### src/rtl/alu_pkg.sv
// Shared types for the handshaked sequential ALU: op codes, FSM states, op width.
package alu_pkg;

    localparam int unsigned OP_W = 3;

    typedef enum logic [OP_W-1:0] {
        OP_ADD = 3'b000,
        OP_SUB = 3'b001,
        OP_AND = 3'b010,
        OP_OR  = 3'b011,
        OP_XOR = 3'b100,
        OP_SHL = 3'b101,
        OP_SHR = 3'b110,
        OP_MUL = 3'b111
    } op_e;

    typedef enum logic [1:0] {
        ST_IDLE,
        ST_BUSY,
        ST_DONE
    } state_e;

endpackage

### src/rtl/alu_mul_iter.sv
// Iterative shift-add unsigned multiplier; bit 0 is folded into the start cycle so
// the final product is ready WIDTH-1 cycles after start.
module alu_mul_iter #(
    parameter int unsigned WIDTH = 8
) (
    input  logic                 clk,
    input  logic                 rst_n,
    input  logic                 start,
    input  logic [WIDTH-1:0]     a,
    input  logic [WIDTH-1:0]     b,
    output logic                 done,
    output logic [2*WIDTH-1:0]   product
);

    localparam int unsigned CNT_W = $clog2(WIDTH) + 1;
    localparam int unsigned PW    = 2 * WIDTH;

    logic [PW-1:0]    mcand;
    logic [WIDTH-1:0] mplier;
    logic [CNT_W-1:0] cnt;
    logic             running;

    assign running = (cnt != '0) && !done;

    always_ff @(posedge clk or negedge rst_n) begin
        if (!rst_n) begin
            product <= '0;
            mcand   <= '0;
            mplier  <= '0;
            cnt     <= '0;
            done    <= 1'b0;
        end else if (start) begin
            product <= b[0] ? PW'(a) : '0;
            mcand   <= PW'(a) << 1;
            mplier  <= b >> 1;
            cnt     <= CNT_W'(1);
            done    <= 1'b0;
        end else if (running) begin
            product <= product + (mplier[0] ? mcand : '0);
            mcand   <= mcand << 1;
            mplier  <= mplier >> 1;
            cnt     <= cnt + CNT_W'(1);
            if (cnt == CNT_W'(WIDTH - 1)) begin
                done <= 1'b1;
            end
        end
    end

endmodule

### src/rtl/alu_seq.sv
// Handshaked ALU with registered result and C/Z/N/V flags.
// Define ALU_SEQ_MUL_EN to make op 111 an iterative multi-cycle multiply.
module alu_seq
    import alu_pkg::*;
#(
    parameter int unsigned WIDTH = 8
) (
    input  logic              clk,
    input  logic              rst_n,
    input  logic              in_valid,
    output logic              in_ready,
    input  logic [WIDTH-1:0]  a,
    input  logic [WIDTH-1:0]  b,
    input  logic [OP_W-1:0]   op,
    output logic              out_valid,
    input  logic              out_ready,
    output logic [WIDTH-1:0]  y,
    output logic              c,
    output logic              z,
    output logic              n,
    output logic              v
);

    localparam int unsigned SH_W = $clog2(WIDTH);

    state_e           state, state_next;
    op_e              op_sel;
    logic             accept;
    logic             load;
    logic [SH_W-1:0]  sh;
    logic [WIDTH:0]   sum, diff, shl, shr;
    logic [WIDTH-1:0] alu_y, res_y;
    logic             alu_c, alu_v, res_c, res_v;

    assign op_sel   = op_e'(op);
    assign in_ready = (state == ST_IDLE) || ((state == ST_DONE) && out_ready);
    assign accept   = in_valid && in_ready;

`ifdef ALU_SEQ_MUL_EN
    logic               mul_start;
    logic               mul_done;
    logic [2*WIDTH-1:0] mul_product;

    alu_mul_iter #(.WIDTH(WIDTH)) u_mul (
        .clk     (clk),
        .rst_n   (rst_n),
        .start   (mul_start),
        .a       (a),
        .b       (b),
        .done    (mul_done),
        .product (mul_product)
    );
`endif

    // Single-cycle datapath; shifts carry out the last bit pushed past the edge.
    always_comb begin
        sh    = b[SH_W-1:0];
        sum   = {1'b0, a} + {1'b0, b};
        diff  = {1'b0, a} - {1'b0, b};
        shl   = {1'b0, a} << sh;
        shr   = {a, 1'b0} >> sh;
        alu_y = '0;
        alu_c = 1'b0;
        alu_v = 1'b0;
        case (op_sel)
            OP_ADD: begin
                alu_y = sum[WIDTH-1:0];
                alu_c = sum[WIDTH];
                alu_v = (a[WIDTH-1] == b[WIDTH-1]) && (sum[WIDTH-1] != a[WIDTH-1]);
            end
            OP_SUB: begin
                alu_y = diff[WIDTH-1:0];
                alu_c = ~diff[WIDTH];
                alu_v = (a[WIDTH-1] != b[WIDTH-1]) && (diff[WIDTH-1] != a[WIDTH-1]);
            end
            OP_AND: alu_y = a & b;
            OP_OR:  alu_y = a | b;
            OP_XOR: alu_y = a ^ b;
            OP_SHL: begin
                alu_y = shl[WIDTH-1:0];
                alu_c = shl[WIDTH];
            end
            OP_SHR: begin
                alu_y = shr[WIDTH:1];
                alu_c = shr[0];
            end
            default: begin
                alu_y = '0;
            end
        endcase
    end

    // Next-state and result-select logic.
    always_comb begin
        state_next = state;
        load       = 1'b0;
        res_y      = alu_y;
        res_c      = alu_c;
        res_v      = alu_v;
`ifdef ALU_SEQ_MUL_EN
        mul_start  = 1'b0;
`endif
        case (state)
            ST_IDLE, ST_DONE: begin
                if (accept) begin
`ifdef ALU_SEQ_MUL_EN
                    if (op_sel == OP_MUL) begin
                        state_next = ST_BUSY;
                        mul_start  = 1'b1;
                    end else
`endif
                    begin
                        state_next = ST_DONE;
                        load       = 1'b1;
                    end
                end else if ((state == ST_IDLE) || out_ready) begin
                    state_next = ST_IDLE;
                end
            end
`ifdef ALU_SEQ_MUL_EN
            ST_BUSY: begin
                if (mul_done) begin
                    state_next = ST_DONE;
                    load       = 1'b1;
                    res_y      = mul_product[WIDTH-1:0];
                    res_c      = |mul_product[2*WIDTH-1:WIDTH];
                    res_v      = |mul_product[2*WIDTH-1:WIDTH];
                end
            end
`endif
            default: state_next = ST_IDLE;
        endcase
    end

    always_ff @(posedge clk or negedge rst_n) begin
        if (!rst_n) begin
            state <= ST_IDLE;
        end else begin
            state <= state_next;
        end
    end

    // Result and flags hold until the next load; reset discards any pending result.
    always_ff @(posedge clk or negedge rst_n) begin
        if (!rst_n) begin
            out_valid <= 1'b0;
            y         <= '0;
            c         <= 1'b0;
            z         <= 1'b0;
            n         <= 1'b0;
            v         <= 1'b0;
        end else begin
            out_valid <= (state_next == ST_DONE);
            if (load) begin
                y <= res_y;
                c <= res_c;
                z <= (res_y == '0);
                n <= res_y[WIDTH-1];
                v <= res_v;
            end
        end
    end

endmodule

### config.mk
export PLATFORM = sky130hd
export DESIGN_NAME = alu_seq
export DESIGN_NICKNAME = d
export VERILOG_FILES = /design/src/rtl/alu_pkg.sv /design/src/rtl/alu_mul_iter.sv /design/src/rtl/alu_seq.sv
export SDC_FILE = /design/constraint.sdc
export NUM_CORES = 1
export LEC_CHECK = 0
export BUFFER_PORTS_ARGS = -buffer_cell sky130_fd_sc_hd__buf_2
export CAP_MARGIN = 20
export CORE_MARGIN = 1
export CORE_UTILIZATION = 58
export CTS_CLUSTER_SIZE = 14
export DETAILED_ROUTE_END_ITERATION = 16
export PLACE_DENSITY = 0.81
export SLEW_MARGIN = 20
export SYNTH_ARGS = -nofsm -noshare
export SYNTH_HDL_FRONTEND = slang
export SYNTH_SLANG_ARGS = --single-unit
### constraint.sdc
create_clock -name clk -period 2.1 [get_ports clk]
set_input_delay 0.105 -clock clk [delete_from_list [all_inputs] [get_ports clk]]
set_output_delay 0.105 -clock clk [all_outputs]
set_load 0.03 [all_outputs]
==> results.md, run 1 <==
* Worst EP required at around 2200 ps
* First-pass GRT wire length at around 11,000 um
* CP startpoint: a[0]
* Cell Rows at 22
* Clock Path Buffers at 2
* Synth top area share at 14.8%
* Share of post-route cells with drive strength above 1 at 38.1%
* DP HPWL at 5530 um
* Synth top cells by count: 26 x inv_1, 25 x ha_1, 22 x nand2_1
* Slowest CP cell: or4_4
* Worst Reg-to-Reg Cells at 5
* CP arrival at roughly 2200 ps
* Final instance area at around 0.0031 mm^2
* Crit-path max cell delay at between 500 and 600 ps
* Most area-consuming cells after synthesis: dfrtp_1 15%, ha_1 13%, mux4_2 7.6%
* Final worst path period share at between 90% and 100%
* Worst Setup Start Kind: input pin
* Buf/Inv on CP at 3
* Count leader, synth: inv_1
* Clk sinks at 14
* DRT Wirelength at ~7200 um
* IO Pins at 37
* Antenna Cells at 0
* Syn avg cell area at roughly 8.7 um^2
* CTS Buf Count at 3
* Hold Crit Start: in_valid
* Starting density of the core at a little over three fifths
* DIE HEIGHT at between 60 and 70 um
* # port buffers at 36
* Cell type with the largest total area after synthesis: dfrtp_1
* Synth Register Bits at 14
* # Max-Cap Violations at 0
* Crit path cell chain: buf_6 -> inv_2 -> ha_4 -> buf_4 -> or2_4 -> a221oi_4 -> mux2i_1 -> nor2_1 -> or4_4 -> mux2_4
* DIE WIDTH at between 60 and 70 um
* Synth unique cells at 68
* Max-slew violations at 0
* Synthesis warning total at 0
* Worst skew pair latency at about 250 ps
* Reg-to-reg slack, setup at 50 ps
* Maximum clock frequency at between 400 and 500 MHz
* Worst hold margin at about 130 ps
* DRT iter0 DRCs at ~190
* EDFF count, synth at 0
* Area Growth Syn to Fin at 32.9%
* Non-Filler Instances at around 400
* Clk root buf: clkbuf_8
* Congestion Overflow GR at 0
* DRT Pass-1 Iters at 5
* Global Route Usage Sum at 34.4%
* Final setup violation count at 0
* RR Endpoint: z
* Busiest grt layer: met2
* Critical path type: in2reg
* Initial antenna violation count at 0
* Post-layout util at 83.3%
* Min-Delay Endpoint: state[1]
* Mean number of vias per cell at between 6 and 7
* Crit Reg-Reg Startpoint: state[0]
* Largest net degree at the start of global routing at 18
* Post-Syn Instances at approximately 270
* Hold Path Class: in2reg
* CP top delay family: simple AND/OR/NAND/NOR gates
* Met3 Track Usage GR at 2.41%
* Synthesized cell area at ~0.0024 mm^2
* Worst-path clk slew at approximately 60 ps
* Area of the core at between 0.003 and 0.004 mm^2
* Leakage Power at 1.49 nW
* H-tree lvl count at 1
* Vias in the first global route at 2,360
* Routed vias at around 2,500
* Worst Max-Slew Pin Slew at roughly 590 ps
* Final net count at 400
* Rel. slew slack at roughly three fifths
* Remaining antenna violation count at 0
* Met1 Use GR at between 40% and 50%
* Post-synthesis sequential area ratio at between 10% and 20%
* Fin. Hold Viols at 0
* Outcome: finished clean
* GR met2 Demand/Resource at roughly 58%
* Clock Skews at approximately 0.85 ps
* Routed WL per cell at around 18 um
* Synth Flop Type: dfrtp_1
* Largest fanout on the critical path at 5
* CTS tree: done
* VDD IR max at approximately 0.19 mV
* Hold Path Stages at 3
* GP Congestion at roughly 0.95
* CP Capture Type: flip-flop
* DRC at 0
* Placed cell area at between 0.002 and 0.003 mm^2
* Ys async rst share at 100%
* Period minus WS final at about 2100 ps
* Syn nets at between 300 and 400
* Die area at roughly 0.0043 mm^2
* Dpl cells at between 300 and 400
* PnR Total Power at approximately 1.4 mW
* Cell Pwr Density at about 450 mW/mm^2
[sequential cells by signal, indices dropped and copies added (netlist names)]
| register | count |
|---|---|
| y | 8 |
| state | 2 |
| c | 1 |
| out_valid | 1 |
| v | 1 |
| z | 1 |
[metrics by stage]
stage                     setup slack [ps]  TNS (ps)
after global routing                 -65.0     -73.4
after CTS                             9.75         0
after floorplan                       -133      -297
after global placement                -296     -1240
final                                 19.0         0
after detailed placement              -349     -1550
[cells in the final DEF, fill, tap and decap left out, types with 2 or more instances in the layout]
master    instances
buf_4            54
buf_2            32
inv_1            23
nand2_1          22
ha_1             20
nor2_1           14
a21oi_1          14
dfrtp_1          14
a22oi_1          11
mux4_2            9
nor3_1            8
mux2i_1           8
nand3b_1          5
nor2b_1           4
o221ai_1          4
o21ai_0           4
o21ai_1           4
clkbuf_8          4
a221o_1           3
and4b_1           3
xnor2_1           3
o31ai_1           3
nand2b_1          3
ha_4              3
buf_6             3
o21bai_1          2
nor3_2            2
nor3b_1           2
or3_1             2
nor4bb_1          2
a22o_1            2
o22ai_1           2
or4_1             2
nand3_1           2
mux2_2            2
o211ai_1          2
mux2_1            2
fa_1              2
ha_2              2
[repair_timing]
| item | in CTS | in global routing |
|---|---|---|
| setup buffers | 0 | 1 |
| gates resized for setup | 3 | 29 |
| pin swaps | 1 | 7 |
| hold buffers | 1 | 0 |
| endpoints found under the setup margin | 3 | 4 |
| endpoints found under the hold margin | 14 | 0 |
[routing by layer]
metal  part of all wire, %  wire, um
met5                     0         0
met2                    48      3480
met3                   8.0       579
met1                    42      3000
met4                   2.3       163
[how the worst max path moves through the flow]
stage	endpoint	slack, ps	cells after the start
6_report	y[5]	20	10
5_1_grt	z	-60	9
4_1_cts	z	10	9
3_5_place_dp	y[6]	-350	10
3_3_place_gp	y[6]	-300	10
2_1_floorplan	y[5]	-130	10
[report_power, final]
part	internal (mW)	switching (mW)	leakage [nW]
clock	0.166	0.0943	0.0288
combinational	0.352	0.457	1.28
sequential	0.315	0.0234	0.175
[logic make-up after synthesis]
family | synth area share (%)
compound gates | 24.2
xor+xnor | 1.11
fa+ha+maj | 14.9
buf+inv | 8.73
flops | 14.8
mux | 15.6
other cells | 0.159
simple gates | 20.4
[layout make-up]
| cell class | count | area (um^2) |
|---|---|---|
| Timing Repair Buffer | 93 | 652 |
| Clock buffer | 4 | 55.1 |
| Fill cell | 247 | 629 |
| Tap cell | 48 | 60.1 |
| Multi-Input combinational cell | 212 | 1920 |
| Sequential cell | 14 | 350 |
| Inverter | 26 | 108 |
[worst min-delay path, cell delays in order]
cell    delay (ps)
buf_2          100
nor2_1          60
nor2_1          80
Note: power is estimated with default switching activity, not from simulation.
==> run 2: changes to the inputs <==
--- a/config.mk
+++ b/config.mk
@@ -8,10 +8,10 @@
 export BUFFER_PORTS_ARGS = -buffer_cell sky130_fd_sc_hd__buf_2
 export CAP_MARGIN = 20
 export CORE_MARGIN = 1
-export CORE_UTILIZATION = 58
+export CORE_UTILIZATION = 53
 export CTS_CLUSTER_SIZE = 14
 export DETAILED_ROUTE_END_ITERATION = 16
-export PLACE_DENSITY = 0.81
+export PLACE_DENSITY = 0.78
 export SLEW_MARGIN = 20
 export SYNTH_ARGS = -nofsm -noshare
 export SYNTH_HDL_FRONTEND = slang
==> constraint.sdc (replaced) <==
create_clock -name clk -period 1.9 [get_ports clk]
set_input_delay 0.095 -clock clk [delete_from_list [all_inputs] [get_ports clk]]
set_output_delay 0.095 -clock clk [all_outputs]
set_load 0.03 [all_outputs]
==> results.md, run 2 (synthesized netlist as in run 1, its figures left out) <==
* Maximum clock frequency at roughly 490 MHz
* Setup ws final at -124 ps (was 19.0 ps)
* Crit path depth at 10 (unchanged)
* CP startpoint: a[1] (was a[0])
* Reg-to-reg slack, setup at -40 ps (was 50 ps)
* Largest net degree at the start of global routing at 18 (unchanged)
* Worst Max-Slew Pin Slew at 611 ps (was 586 ps)
* Violated checks: setup timing
* Worst hold margin at 120 ps (was 134 ps)
* Critical path type: in2reg (unchanged)
* RR Endpoint: z (unchanged)
* Worst Setup EP: z (was y[5])
* CTS Buf Count at 3 (unchanged)
* Routed WL per cell at 19.8 um (was 18.2 um)
* Rel. slew slack at 59.2% (was 60.9%)
* Worst-path clk slew at 50 ps (was 60 ps)
* DRT iter0 DRCs at 270 (was 187)
* Cell Pwr Density at 466 mW/mm^2 (was 448 mW/mm^2)
* Clk root buf: clkbuf_8 (unchanged)
* Net Sw Power at 0.678 mW (was 0.575 mW)
* H-tree lvl count at 1 (unchanged)
* First-pass GRT wire length at 12,000 um (was 11,400 um)
* CP Capture Type: flip-flop (unchanged)
* Clk sinks at 14 (unchanged)
* DRT Wirelength at 8300 um (was 7220 um)
* Period minus WS final at about 2000 ps
* Register area at 350 um^2 (unchanged)
* Worst Setup Start Kind: input pin (unchanged)
* Final instance area at 0.00352 mm^2 (was 0.00314 mm^2)
* Clock Path Buffers at 2 (unchanged)
* Remaining antenna violation count at 0 (unchanged)
* Largest registers: y x8, state x2 (unchanged)
* Dpl cells at 409 (was 391)
* Fin. Hold Viols at 0 (unchanged)
* Register share of total power at 22.8% (was 24.0%)
* Final worst path period share at 107%
* Leakage Power at 1.62 nW (was 1.49 nW)
* Top reg by flops: y (unchanged)
* Placed cell area at 0.00311 mm^2 (was 0.00295 mm^2)
* CP top delay family: compound AO/OA/AOI/OAI gates (was simple AND/OR/NAND/NOR gates)
* Cell Rows at 23 (was 22)
* Most frequent cells in the layout: 71 x buf_4, 29 x buf_2, 22 x nand2_1 (was 54 x buf_4, 32 x buf_2, 23 x inv_1)
* Congestion Overflow GR at 0 (unchanged)
* Starting density of the core at 57.0% (was 62.7%)
* Largest fanout on the critical path at 5 (unchanged)
* Crit Reg-Reg Startpoint: state[0] (unchanged)
* Fillcell total at 239 (was 247)
* Worst skew pair latency at 240 ps (was 250 ps)
* Area Growth Syn to Fin at 48.8% (was 32.9%)
* Global Route Usage Sum at 34.5% (was 34.4%)
* Buf/Inv on CP at 3 (unchanged)
* CTS tree: done (unchanged)
* Initial antenna violation count at 0 (unchanged)
* DIE HEIGHT at 68.8 um (was 65.8 um)
* Crit-path max cell delay at 510 ps (was 550 ps)
* Final net count at 422 (was 400)
* Non-Filler Instances at 420 (was 397)
* Gate power share at 63.3% (was 57.5%)
* Routed vias at 2,753 (was 2,541)
* Multi-input gate area at 0.00207 mm^2 (was 0.00192 mm^2)
* IO Pins at 37 (unchanged)
* Max-slew violations at 0 (unchanged)
* Hold Path Class: in2reg (unchanged)
* GP Congestion at 0.995 (was 0.950)
* Final setup violation count at 2 (was 0)
* Die area at 0.00473 mm^2 (was 0.00433 mm^2)
* # Max-Cap Violations at 0 (unchanged)
* Mean number of vias per cell at 6.55 (was 6.40)
* DRC at 0 (unchanged)
* Worst Reg-to-Reg Cells at 5 (unchanged)
* VDD IR max at 0.273 mV (was 0.190 mV)
* Share of post-route cells with drive strength above 1 at 48.1% (was 38.1%)
* Switching portion of total power at 41.4% (was 40.9%)
* Area of the core at 0.00414 mm^2 (was 0.00377 mm^2)
* DIE WIDTH at 68.8 um (was 65.8 um)
* CP arrival at 2150 ps (was 2210 ps)
* DRT Pass-1 Iters at 5 (unchanged)
* Largest register FFs at 8 (unchanged)
* Internal at 0.960 mW (was 0.832 mW)
* Clock power frac at 13.9% (was 18.5%)
* PnR Total Power at 1.64 mW (was 1.41 mW)
* DP HPWL at 5940 um (was 5530 um)
* Slowest CP cell: or4_4 (unchanged)
* Pre-CTS WS at -542 ps (was -349 ps)
* Most common cell after layout, fill and taps aside: buf_4 (unchanged)
* Worst EP required at 2030 ps (was 2230 ps)
* Clock Skews at 0.660 ps (was 0.850 ps)
* Vias in the first global route at 2,495 (was 2,360)
* # port buffers at 36 (unchanged)
* Outcome: finished, violations left (was finished clean)
* Antenna Cells at 0 (unchanged)
* Crit path cell chain: buf_8 -> buf_6 -> buf_4 -> ha_2 -> nor2_2 -> a221oi_4 -> mux2i_1 -> nor2_1 -> or4_4 -> o41ai_4 (was buf_6 -> inv_2 -> ha_4 -> buf_4 -> or2_4 -> a221oi_4 -> mux2i_1 -> nor2_1 -> or4_4 -> mux2_4)
* RSZ-0062 raised after global routing: yes
## run 2: cell count changes in the layout (fill, tap and decap cells not counted), moves of 3 or more
| cell | previous run | this run |
|---|---|---|
| a21oi_1 | 14 | 10 |
| buf_6 | 3 | 8 |
| ha_4 | 3 | 7 |
| buf_4 | 54 | 71 |
| buf_2 | 32 | 29 |
| inv_1 | 23 | 20 |
| ha_1 | 20 | 12 |
| a21oi_2 | 0 | 3 |
| ha_2 | 2 | 6 |
## run 2: stage by stage
step / setup TNS, ps / util [%]
3_5_place_dp: -2680 / 75.0
3_3_place_gp: -2230 / 75.0
5_1_grt: -376 / 84.8
6_report: -218 / 84.8
4_1_cts: -183 / 80.6
2_1_floorplan: -853 / -
## run 2: power by group through the flow
stage,logic (mW),clock network (mW),registers [mW]
after floorplan,0.452,0,0.473
after global placement,0.848,0,0.374
after detailed placement,0.867,0,0.377
after CTS,0.943,0.232,0.373
after global routing,1.10,0.243,0.383
final,1.04,0.228,0.374
## run 2: worst min-delay path by stage
stage,from,end,slack (ps),cells past startpoint
after floorplan,rst_n,c,-200,0
after CTS,in_valid,out_valid,120,3
after global routing,in_valid,state[1],140,3
final,in_valid,out_valid,120,3
after detailed placement,rst_n,out_valid,-6,1
after global placement,rst_n,y[0],-9,1
## run 2: layout make-up
type / count / share of cell area (%)
inverters: 26 / 3.49
flip-flops and latches: 14 / 9.96
well taps: 50 / 1.78
multi-input cells: 212 / 58.8
repair buffers: 115 / 24.8
clock buffers: 3 / 1.17
## run 2: worst register-to-register path: stages, from the launching register on
cell and delay, ps:
dfrtp_1 400, a2111oi_2 320, or4b_4 510, nor3_4 150, nand4_1 190, o41ai_4 260
## run 2: layer usage
metal | track usage (%) | vias to the layer above | share of wire, %
met3 | 7.40 | 45 | 9.3
met2 | 59.4 | 186 | 49
met4 | 15.3 | 0 | 4.3
li1 | - | 1222 | -
met1 | 40.8 | 1300 | 37
met5 | 0 | - | 0
## run 2: repair_timing
item,CTS,global route
endpoints found under the setup margin,5,5
endpoints found under the hold margin,14,0
gates resized for setup,36,37
pin swaps,9,11
hold buffers,1,0
buffers inserted,3,4
